`config.mk`:
```
export PLATFORM = sky130hd
export DESIGN_NAME = mp64_mbox
export DESIGN_NICKNAME = d
export VERILOG_FILES = /design/src/rtl/mp64_mbox_pkg.sv /design/src/rtl/mp64_mbox.sv
export SDC_FILE = /design/constraint.sdc
export NUM_CORES = 1
export LEC_CHECK = 0
export ABC_AREA = 1
export CORE_ASPECT_RATIO = 0.75
export CORE_MARGIN = 4
export CORE_UTILIZATION = 30
export DETAILED_ROUTE_END_ITERATION = 10
export PLACE_DENSITY = 0.43
export REMOVE_ABC_BUFFERS = 1
export SLEW_MARGIN = 30
export SYNTH_ARGS = -nofsm -noshare
export SYNTH_HDL_FRONTEND = slang
export SYNTH_SLANG_ARGS = --single-unit
export TNS_END_PERCENT = 20
```
`constraint.sdc`:
```
create_clock -name clk -period 2.45 [get_ports clk]
set_input_delay 0.3675 -clock clk [delete_from_list [all_inputs] [get_ports clk]]
set_output_delay 0.3675 -clock clk [all_outputs]
set_load 0.05 [all_outputs]
```
`src/rtl/mp64_mbox_pkg.sv`:
```
// Shared MP64 mailbox/spinlock constants: core counts, region bases and register offsets.
package mp64_mbox_pkg;

  localparam int NUM_CORES      = 4;
  localparam int CORE_ID_BITS   = 2;
  localparam int NUM_SPINLOCKS  = 16;
  localparam int SLOCK_IDX_BITS = $clog2(NUM_SPINLOCKS);

  localparam logic [11:0] MBOX_BASE  = 12'h500;
  localparam logic [11:0] SLOCK_BASE = 12'h600;

  // Mailbox register offsets; 0x00..MBOX_DATA_LAST are the data bytes.
  localparam logic [7:0] MBOX_DATA_LAST = 8'h07;
  localparam logic [7:0] MBOX_SEND      = 8'h08;
  localparam logic [7:0] MBOX_STATUS    = 8'h09;
  localparam logic [7:0] MBOX_ACK       = 8'h0A;

  // Per-lock register offsets (addr[1:0] within each 4-byte lock slot).
  typedef enum logic [1:0] {
    SLOCK_ACQUIRE = 2'd0,
    SLOCK_RELEASE = 2'd1,
    SLOCK_STATUS  = 2'd2,
    SLOCK_RSVD    = 2'd3
  } slock_reg_e;

endpackage

```
`src/rtl/mp64_mbox.sv`:
```
// Inter-core mailbox: per-core 64-bit data, IPI pending matrix with acknowledge,
// and owner-tracked test-and-set spinlocks, all behind a byte-wide MMIO port.
module mp64_mbox
  import mp64_mbox_pkg::*;
(
  input  logic                    clk,
  input  logic                    rst,
  input  logic                    req,
  input  logic [11:0]             addr,
  input  logic [7:0]              wdata,
  input  logic                    wen,
  output logic [7:0]              rdata,
  output logic                    ack,
  input  logic [CORE_ID_BITS-1:0] requester_id,
  output logic [NUM_CORES-1:0]    ipi_out
);

  logic [7:0][7:0]                          data_q [NUM_CORES];
  // pending_q[target][sender]
  logic [NUM_CORES-1:0][NUM_CORES-1:0]      pending_q;
  logic [NUM_CORES-1:0][NUM_CORES-1:0]      pending_d;

  // Names kept unsuffixed so they can be probed by hierarchical path.
  logic                                     slock_locked [NUM_SPINLOCKS];
  logic [CORE_ID_BITS-1:0]                  slock_owner  [NUM_SPINLOCKS];

  logic                      mbox_hit;
  logic [7:0]                mbox_reg;
  logic                      mbox_data_reg;
  logic [5:0]                lock_idx;
  logic [SLOCK_IDX_BITS-1:0] lock_sel;
  logic                      slock_hit;
  slock_reg_e                slock_reg;
  logic                      slock_busy;

  assign ack           = req;
  assign mbox_hit      = (addr[11:8] == MBOX_BASE[11:8]);
  assign mbox_reg      = addr[7:0];
  assign mbox_data_reg = (mbox_reg <= MBOX_DATA_LAST);
  assign lock_idx      = addr[7:2];
  assign lock_sel      = lock_idx[SLOCK_IDX_BITS-1:0];
  // Lock slots beyond the implemented count behave as unmapped space.
  assign slock_hit     = (addr[11:8] == SLOCK_BASE[11:8]) && (lock_idx < 6'(NUM_SPINLOCKS));
  assign slock_reg     = slock_reg_e'(addr[1:0]);
  assign slock_busy    = slock_locked[lock_sel] && (slock_owner[lock_sel] != requester_id);

  // Read mux: purely combinational from address, requester and current state.
  always_comb begin
    rdata = 8'h00;
    if (mbox_hit) begin
      if (mbox_data_reg) begin
        rdata = data_q[requester_id][mbox_reg[2:0]];
      end else if (mbox_reg == MBOX_STATUS) begin
        rdata = 8'(pending_q[requester_id]);
      end
    end else if (slock_hit) begin
      case (slock_reg)
        SLOCK_ACQUIRE: rdata = {7'b0, slock_busy};
        SLOCK_STATUS:  rdata = 8'({slock_owner[lock_sel], slock_locked[lock_sel]});
        default:       rdata = 8'h00;
      endcase
    end
  end

  // IPI matrix next state: SEND sets [target][me], ACK clears [me][sender].
  always_comb begin
    pending_d = pending_q;
    if (req && wen && mbox_hit) begin
      if (mbox_reg == MBOX_SEND) begin
        pending_d[wdata[CORE_ID_BITS-1:0]][requester_id] = 1'b1;
      end else if (mbox_reg == MBOX_ACK) begin
        pending_d[requester_id][wdata[CORE_ID_BITS-1:0]] = 1'b0;
      end
    end
  end

  // Each core's IPI line stays up while any sender is still unacknowledged.
  always_comb begin
    for (int i = 0; i < NUM_CORES; i++) begin
      ipi_out[i] = |pending_q[i];
    end
  end

  // Mailbox data and pending matrix registers.
  always_ff @(posedge clk) begin
    if (rst) begin
      data_q    <= '{default: '0};
      pending_q <= '0;
    end else begin
      pending_q <= pending_d;
      if (req && wen && mbox_hit && mbox_data_reg) begin
        data_q[requester_id][mbox_reg[2:0]] <= wdata;
      end
    end
  end

  // Spinlocks: acquire is a read with side effect; release only by the owner.
  always_ff @(posedge clk) begin
    if (rst) begin
      for (int i = 0; i < NUM_SPINLOCKS; i++) begin
        slock_locked[i] <= 1'b0;
        slock_owner[i]  <= '0;
      end
    end else if (req && slock_hit) begin
      case (slock_reg)
        SLOCK_ACQUIRE: begin
          if (!wen && !slock_busy) begin
            slock_locked[lock_sel] <= 1'b1;
            slock_owner[lock_sel]  <= requester_id;
          end
        end
        SLOCK_RELEASE: begin
          if (wen && (slock_owner[lock_sel] == requester_id)) begin
            slock_locked[lock_sel] <= 1'b0;
          end
        end
        default: ;
      endcase
    end
  end

endmodule

```
==> metrics.md, run 1 <==
| Metric | Value |
|---|---|
| Failing checks | `setup timing` |
| Critical path buffers and inverters | `7` |
| Area of the core | `47900 sq um` |
| Reg2reg path depth | `14` |
| Worst path cell trace | `buf_12, inv_8, nor2_4, clkinv_4, buf_4, buf_12, o22ai_2, o21ai_0, nand3_1, a211oi_2, nor2_1, nor2_1, buf_4, buf_8` |
| Detailed Route WL | `52000 um` |
| DR iter-0 viols | `1176` |
| WHS | `0.443 ns` |
| CTS tree | `done` |
| Syn_area_per_cell | `7.55 sq um` |
| Seq/Total Area, Yosys | `46.9%` |
| Final period utilization | `103%` |
| DR pass1 iterations | `5` |
| Total chip power | `12.3 mW` |
| Total die area | `52600 sq um` |
| Initial core utilization | `30.7%` |
| Layout cells sized above 1 | `20.1%` |
| Routed vias/inst | `4.91` |
| Max Cap Viol | `0` |
| RR Endpoint | `slock_owner[8][1]` |
| Synth warn | `0` |
| Worst setup path class | `primary input to output port` |
| Least-Margin Pin Slew | `0.519 ns` |
| Largest net degree at the start of global routing | `111` |
| Slew headroom | `65.3%` |
| Later-pin clock latency in the skew report | `0.54 ns` |
| Chip Width | `264 um` |
| Worst hold path type | `register to register` |
| H-tree depth | `2` |
| Clock share of power | `47.1%` |
| Overflow after GRT | `0` |
| Leak pwr | `6.83 nW` |
| Max incr delay on CP | `0.18 ns` |
| Root buffer cell | `clkbuf_16` |
| Final #Nets | `2137` |
| Largest area contributor in the netlist | `dfxtp_1` |
| Setup_tns | `-0.115 ns` |
| Initial antenna violation count | `0` |
| Hold Fails Final Rpt | `0` |
| Critical Path Slowest Stage Cell | `nor2_4` |
| Req. time, crit path | `2.08 ns` |
| Hold path start | `data_q[231]` |
| Sw Ratio | `24.6%` |
| Total placed cells including tap cells | `2701` |
| Num CTS Buffers | `37` |
| FF-to-FF setup slack | `0.30 ns` |
| Part of the power in registers | `43.7%` |
| PD cells | `640 nW/um^2` |
| RSZ-0062 raised after global routing | `yes` |
| Crit end category | `output port` |
| Row count | `69` |
| First-pass GRT wire length | `78800 um` |
| # hold bufs at CTS | `0` |
| Psw | `3.02 mW` |
| Vias in the first global route | `12800` |
| Clock slew at reported path FFs | `0.06 ns` |
| WL per Instance | `18.7 um` |
| DRC viols | `0` |
| Mapped Area | `14700 sq um` |
| Synth top area cells | `dfxtp_1 37%, o21ai_0 11%, edfxtp_1 9.8%, a21oi_1 9.2%, inv_1 8.1%` |
| Period minus WS final | `2.52 ns` |
| Number of setup violations in the final report | `3` |
| Via count | `13600` |
| I/O Buffers | `38` |
| Layout overhead on the synthesized area | `30.4%` |
| Final Skew | `0.00772 ns` |
| Antenna viol nets, final | `0` |
| DP HPWL | `35000 um` |
| Clock sinks | `320` |
| Share of the synthesized area in the top cell type | `37.1%` |
| Crit start category | `primary input` |
| Die Height | `200 um` |
| Cell Int Power | `9.23 mW` |
| VDD IR max | `0.000342 V` |
| Worst r2r src | `slock_owner[6][0]` |
| Hold path endpoint | `data_q[231]` |
| Final Non-Filler Cells | `2775` |
| Hold Crit Depth | `2` |
| Distinct cells, synth | `37` |
| Io pins | `39` |
| Deepest clock path buffer count | `3` |
| Cell family with most CP delay | `buffers and inverters` |
| Cells after Synth | `1946` |
| CP Max Fanout | `15` |
| Antenna cells | `0` |
| GP Congestion | `0.836` |
| Final worst slack | `-0.0745 ns` |
| Slew Limit Fails | `0` |
| Gr usage total | `19.2%` |
| WP data arrival | `2.16 ns` |
| Combinational share of power | `9.2%` |
| Fmax | `396 MHz` |
| Synth Register Bits | `320` |
| Status | `finished with violations` |
==> metrics by stage <==
| step | utilization (%) | setup WS, ns | instance area [sq um] |
|---|---|---|---|
| 2_1_floorplan | - | -1.89 | 14000 |
| 3_3_place_gp | 36.1 | -0.964 | 17300 |
| 3_5_place_dp | 36.1 | -0.887 | 17300 |
| 4_1_cts | 39.4 | -0.0298 | 18900 |
| 5_1_grt | 40.0 | -0.117 | 19200 |
| 6_report | 40.0 | -0.0745 | 19200 |
==> synth_stat cells (all sizes together) <==
master / number
o21ai: 329
inv: 324
dfxtp: 272
a21oi: 271
nand2: 222
o22ai: 110
nor2: 93
clkbuf: 76
buf: 67
edfxtp: 48
nor3: 40
nand3: 26
a22oi: 15
a211oi: 13
a221oi: 8
nand4: 8
o221ai: 5
a31oi: 4
nor4: 3
o21a: 3
clkinv: 2
nor3b: 2
o2111ai: 2
a41oi: 1
nand3b: 1
o211ai: 1
==> cell type report <==
cell class	instances	area (sq um)
clock inverters	12	148
multi-input cells	1157	6300
fillers	4926	28800
repair buffers	269	2680
flip-flops and latches	320	6890
clock buffers	52	1100
inverters	326	1240
well taps	639	800
==> cell families (layout without fill, tap and decap cells) <==
kind of cell | Yosys count | after routing | share of synthesized area (%)
AOI/OAI and AO/OA | 762 | 762 | 27.9
buffers and inverters | 469 | 659 | 12.9
DFF | 320 | 320 | 46.9
and+or+nand+nor | 395 | 395 | 12.3
==> power groups by stage <==
stage | sequential (mW) | clock (mW) | combinational [mW]
after global placement | 5.47 | 0 | 1.01
after global routing | 5.36 | 6.13 | 1.22
after detailed placement | 5.47 | 0 | 1.02
final | 5.36 | 5.77 | 1.13
after CTS | 5.36 | 5.89 | 1.08
after floorplan | 5.47 | 0 | 0.437
==> flip-flops by register name, summed over array words and instances (netlist names), named ones only <==
| register | cells |
|---|---|
| slock_locked | 16 |
| pending_q | 12 |
| data_q | 256 |
| slock_owner | 32 |
==> layer usage <==
layer / share of wire (%) / vias to the layer above / global-route usage (%)
met3: 5.7 / 59 / 2.84
met1: 52 / 6382 / 30.0
met5: 0 / - / 0
met2: 41 / 323 / 27.8
met4: 1.9 / 0 / 4.21
li1: - / 6861 / -
==> tightest hold or removal path: cells and delay by family, from the launching register on <==
kind / cells / cell delay, ns
DFF: 1 / 0.31
buffers and inverters: 1 / 0.05
AOI/OAI and AO/OA: 1 / 0.05
==> placed cells by master, fill, tap and decap left out, drive strengths merged, types with 2 or more instances in the layout <==
cell / Yosys / routed
nor3b: 2 / 2
nor3: 40 / 40
clkinv: 2 / 8
a22oi: 15 / 15
dlygate4sd2: 0 / 2
o21a: 3 / 3
o22ai: 110 / 110
inv: 324 / 324
a21oi: 271 / 271
dfxtp: 272 / 272
o2111ai: 2 / 2
nand4: 8 / 8
a31oi: 4 / 4
nor2: 93 / 93
nand2: 222 / 222
nand3: 26 / 26
o21ai: 329 / 329
bufinv: 0 / 3
nor4: 3 / 3
a221oi: 8 / 8
buf: 67 / 243
clkbuf: 76 / 54
o221ai: 5 / 5
clkinvlp: 0 / 3
a211oi: 13 / 13
edfxtp: 48 / 48
clkdlybuf4s50: 0 / 21
==> worst max path at each step <==
stage	from	to	cells after the start
after floorplan	rst	slock_owner[14][0]	2
after global placement	requester_id[0]	rdata[7]	13
after detailed placement	requester_id[1]	rdata[7]	11
after CTS	slock_owner[8][1]	rdata[0]	13
after global routing	requester_id[0]	rdata[0]	17
final	requester_id[0]	rdata[5]	14
==> what timing repair did <==
item,CTS,global route
setup buffers,5,5
resized for setup,106,63
setup endpoints to repair,8,8
pin swaps,32,18
cloned,2,1
No activity file was read; power rests on OpenSTA's default activity.
==> inputs of run 2 (changes only) <==
CAP_MARGIN = 20   (was default)
GPL_TIMING_DRIVEN = 0   (was default)
REMOVE_ABC_BUFFERS = default   (was 1)
==> run 2 against run 1 <==
  * The flow still finishes with violations (setup timing)
  * Non-clock buffer count down 65
  * Flip-flop and latch count stayed put
  * Critical path depth is 7 lower
  * Worst setup slack worse by 0.12 ns
  * Largest cell class unchanged
==> metrics.md, run 2 (synthesis gave the netlist of run 1 again) <==
| Metric | Value |
|---|---|
| Status | `finished with violations` |
| Failing checks | `setup timing` |
| Cell Int Power | `9.25 mW (+0.14%)` |
| Crit end category | `output port` |
| Sw Ratio | `25.7% (+1.1 points)` |
| PD cells | `679 nW/um^2 (+6.1%)` |
| Max Cap Viol | `0 (unchanged)` |
| Area of the core | `47900 sq um (unchanged)` |
| Antenna cells | `0 (unchanged)` |
| Final Skew | `0.00632 ns (-0.00140 ns)` |
| Final worst slack | `-0.199 ns (-0.124 ns)` |
| Combinational share of power | `9.5% (+0.3 points)` |
| Slew Limit Fails | `0 (unchanged)` |
| Clock sinks | `320 (unchanged)` |
| DP HPWL | `45500 um (+30%)` |
| DP Worst Slack | `-2.41 ns (-1.52 ns)` |
| Routed vias/inst | `5.21 (+6.2%)` |
| Layout overhead on the synthesized area | `24.8%` |
| Largest net degree at the start of global routing | `14 (-87%)` |
| Worst path cell trace | `inv_2, a22oi_2, o221ai_2, a211oi_2, nor2_1, nor2_1, buf_6` |
| Initial antenna violation count | `4 (+4)` |
| Fmax | `378 MHz (-4.7%)` |
| Overflow after GRT | `0 (unchanged)` |
| H-tree depth | `2 (unchanged)` |
| Chip Width | `264 um (unchanged)` |
| CTS tree | `done` |
| Max incr delay on CP | `0.39 ns (+0.21 ns)` |
| Total die area | `52600 sq um (unchanged)` |
| Root buffer cell | `clkbuf_16` |
| Row count | `69 (unchanged)` |
| Most frequent cells in the layout | `311 x inv_1, 292 x o21ai_0, 270 x dfxtp_1` |
| Placed cell area | `15900 sq um (-8.4%)` |
| DRC viols | `0 (unchanged)` |
| Critical Path Slowest Stage Cell | `a211oi_2` |
| Clock share of power | `47.4% (+0.3 points)` |
| Clock slew at reported path FFs | `0.07 ns (about the same)` |
| Biggest regs | `data_q (256), slock_owner (32), slock_locked (16)` |
| Detailed Route WL | `64100 um (+23%)` |
| Die Height | `200 um (unchanged)` |
| CP Max Fanout | `2 (-13)` |
| Layout cells sized above 1 | `16.3% (-3.9 points)` |
| # hold bufs at CTS | `0 (unchanged)` |
| Max FFs per register | `256 (unchanged)` |
| Number of setup violations in the final report | `5 (+2)` |
| Via count | `14100 (+3.8%)` |
| Initial core utilization | `30.7% (unchanged)` |
| Part of the power in registers | `43.1% (-0.6 points)` |
| Io pins | `39 (unchanged)` |
| Total chip power | `12.4 mW (+1.6%)` |
| Gr usage total | `23.7% (+4.4 points)` |
| Num CTS Buffers | `36 (-2.7%)` |
| Period minus WS final | `2.65 ns (+0.124 ns)` |
| Commonest non-fill, non-tap cell in the layout | `inv_1` |
| DR pass1 iterations | `5 (unchanged)` |
| WP data arrival | `2.28 ns (+0.12 ns)` |
| First-pass GRT wire length | `91100 um (+16%)` |
| Worst setup path class | `register to output port` |
| Leak pwr | `6.18 nW (-9.6%)` |
| Req. time, crit path | `2.08 ns (about the same)` |
| Cell mode on critical path | `nor2_1` |
| Critical path buffers and inverters | `2 (-5)` |
| Final Cell Area | `18300 sq um (-4.3%)` |
| Later-pin clock latency in the skew report | `0.54 ns (about the same)` |
| Antenna viol nets, final | `0 (unchanged)` |
| GP Congestion | `1.00 (+20%)` |
| Synthesized Nets | `1972` |
| Deepest clock path buffer count | `3 (unchanged)` |
| Final period utilization | `108% (+5.1 points)` |
| FF-to-FF setup slack | `0.15 ns (-0.15 ns)` |
| Top reg by flops | `data_q` |
| RSZ-0062 raised after global routing | `yes` |
| Least-Margin Pin Slew | `1.08 ns (+0.565 ns)` |
| Worst hold path type | `primary input to register` |
| Psw | `3.20 mW (+5.9%)` |
| WL per Instance | `23.7 um (+26%)` |
| VDD IR max | `0.000360 V (+5.4%)` |
| Crit start category | `register` |
| Slew headroom | `27.8% (-38 points)` |
| Final #Nets | `2071 (-3.1%)` |
| DR iter-0 viols | `1416 (+20%)` |
| I/O Buffers | `33 (-13%)` |
| Vias in the first global route | `13000 (+1.1%)` |
| Cell family with most CP delay | `compound AO/OA/AOI/OAI gates` |
| Hold Fails Final Rpt | `0 (unchanged)` |
[run 2: cell types whose count changed in the layout (fill, tap and decap cells not counted), moves of 13 or more]
| cell | before | now |
|---|---|---|
| o22ai_2 | 14 | 40 |
| buf_2 | 4 | 35 |
| buf_12 | 41 | 11 |
| buf_6 | 12 | 25 |
| o22ai_1 | 95 | 64 |
| clkbuf_1 | 5 | 65 |
| buf_4 | 184 | 27 |
[run 2: worst paths after layout]
| check | start | end | cells past startpoint |
|---|---|---|---|
| hold reg to reg | data_q[84] | data_q[84] | 2 |
| hold / removal | rst | pending_q[11] | 2 |
| setup / recovery | data_q[238] | rdata[6] | 7 |
| setup reg to reg | slock_owner[1][1] | slock_locked[4] | 17 |
[run 2: repair_timing]
| item | in CTS | in global routing |
|---|---|---|
| pin swaps | 16 | 27 |
| resized for setup | 274 | 71 |
| buffers inserted | 18 | 8 |
| setup endpoints to repair | 338 | 80 |
| gates cloned | 1 | 0 |
[run 2: cell type report]
type                       instances  area [sq um]
inverter                         326          1240
fill                            5011         29600
clock inverter                    10           158
buffer                           143          1000
tap                              639           800
timing repair buffer              61           599
multi-input combinational       1157          6530
clock buffer                      55          1110
sequential                       320          6890
[run 2: through the flow]
step	hold WS, ns	TNS [ns]	cells	utilization, %
after detailed placement	0.437	-268.29	2619	33.1
after floorplan	0.424	-0.623	1946	-
after global placement	0.432	-303.53	2618	33.0
after CTS	0.295	-0.323	2703	37.6
after global routing	0.363	-0.988	2711	38.3
final	0.333	-0.413	2711	38.3
[run 2: power groups by stage]
| stage | clock network (mW) | logic (mW) | registers [mW] |
|---|---|---|---|
| after floorplan | 0 | 0.498 | 5.47 |
| after global placement | 0 | 0.977 | 5.47 |
| after detailed placement | 0 | 0.978 | 5.48 |
| after CTS | 5.97 | 1.11 | 5.36 |
| after global routing | 6.20 | 1.25 | 5.36 |
| final | 5.90 | 1.19 | 5.36 |
[run 2: routing by layer]
layer / track usage, % / vias up / routed length [um]
met5: 0 / - / 13
met4: 5.98 / 2 / 1620
met3: 5.44 / 94 / 5720
met2: 32.0 / 497 / 24600
met1: 37.1 / 6800 / 32100
li1: - / 6744 / -
[run 2: worst reg2reg max path: stages (launching register included)]
cell      delay [ns]
edfxtp_1        0.38
nand2_1         0.09
nand2_1         0.05
nand2_1         0.06
nand2_2         0.06
nand2_1         0.09
nand2_2         0.07
nor2_2          0.12
nand2_1         0.07
nand2_2         0.09
buf_4           0.11
nand2_1         0.04
nand2_1         0.06
nand2_1         0.10
nand2_2         0.25
buf_4           0.25
nand2_1         0.07
nand2_1         0.07
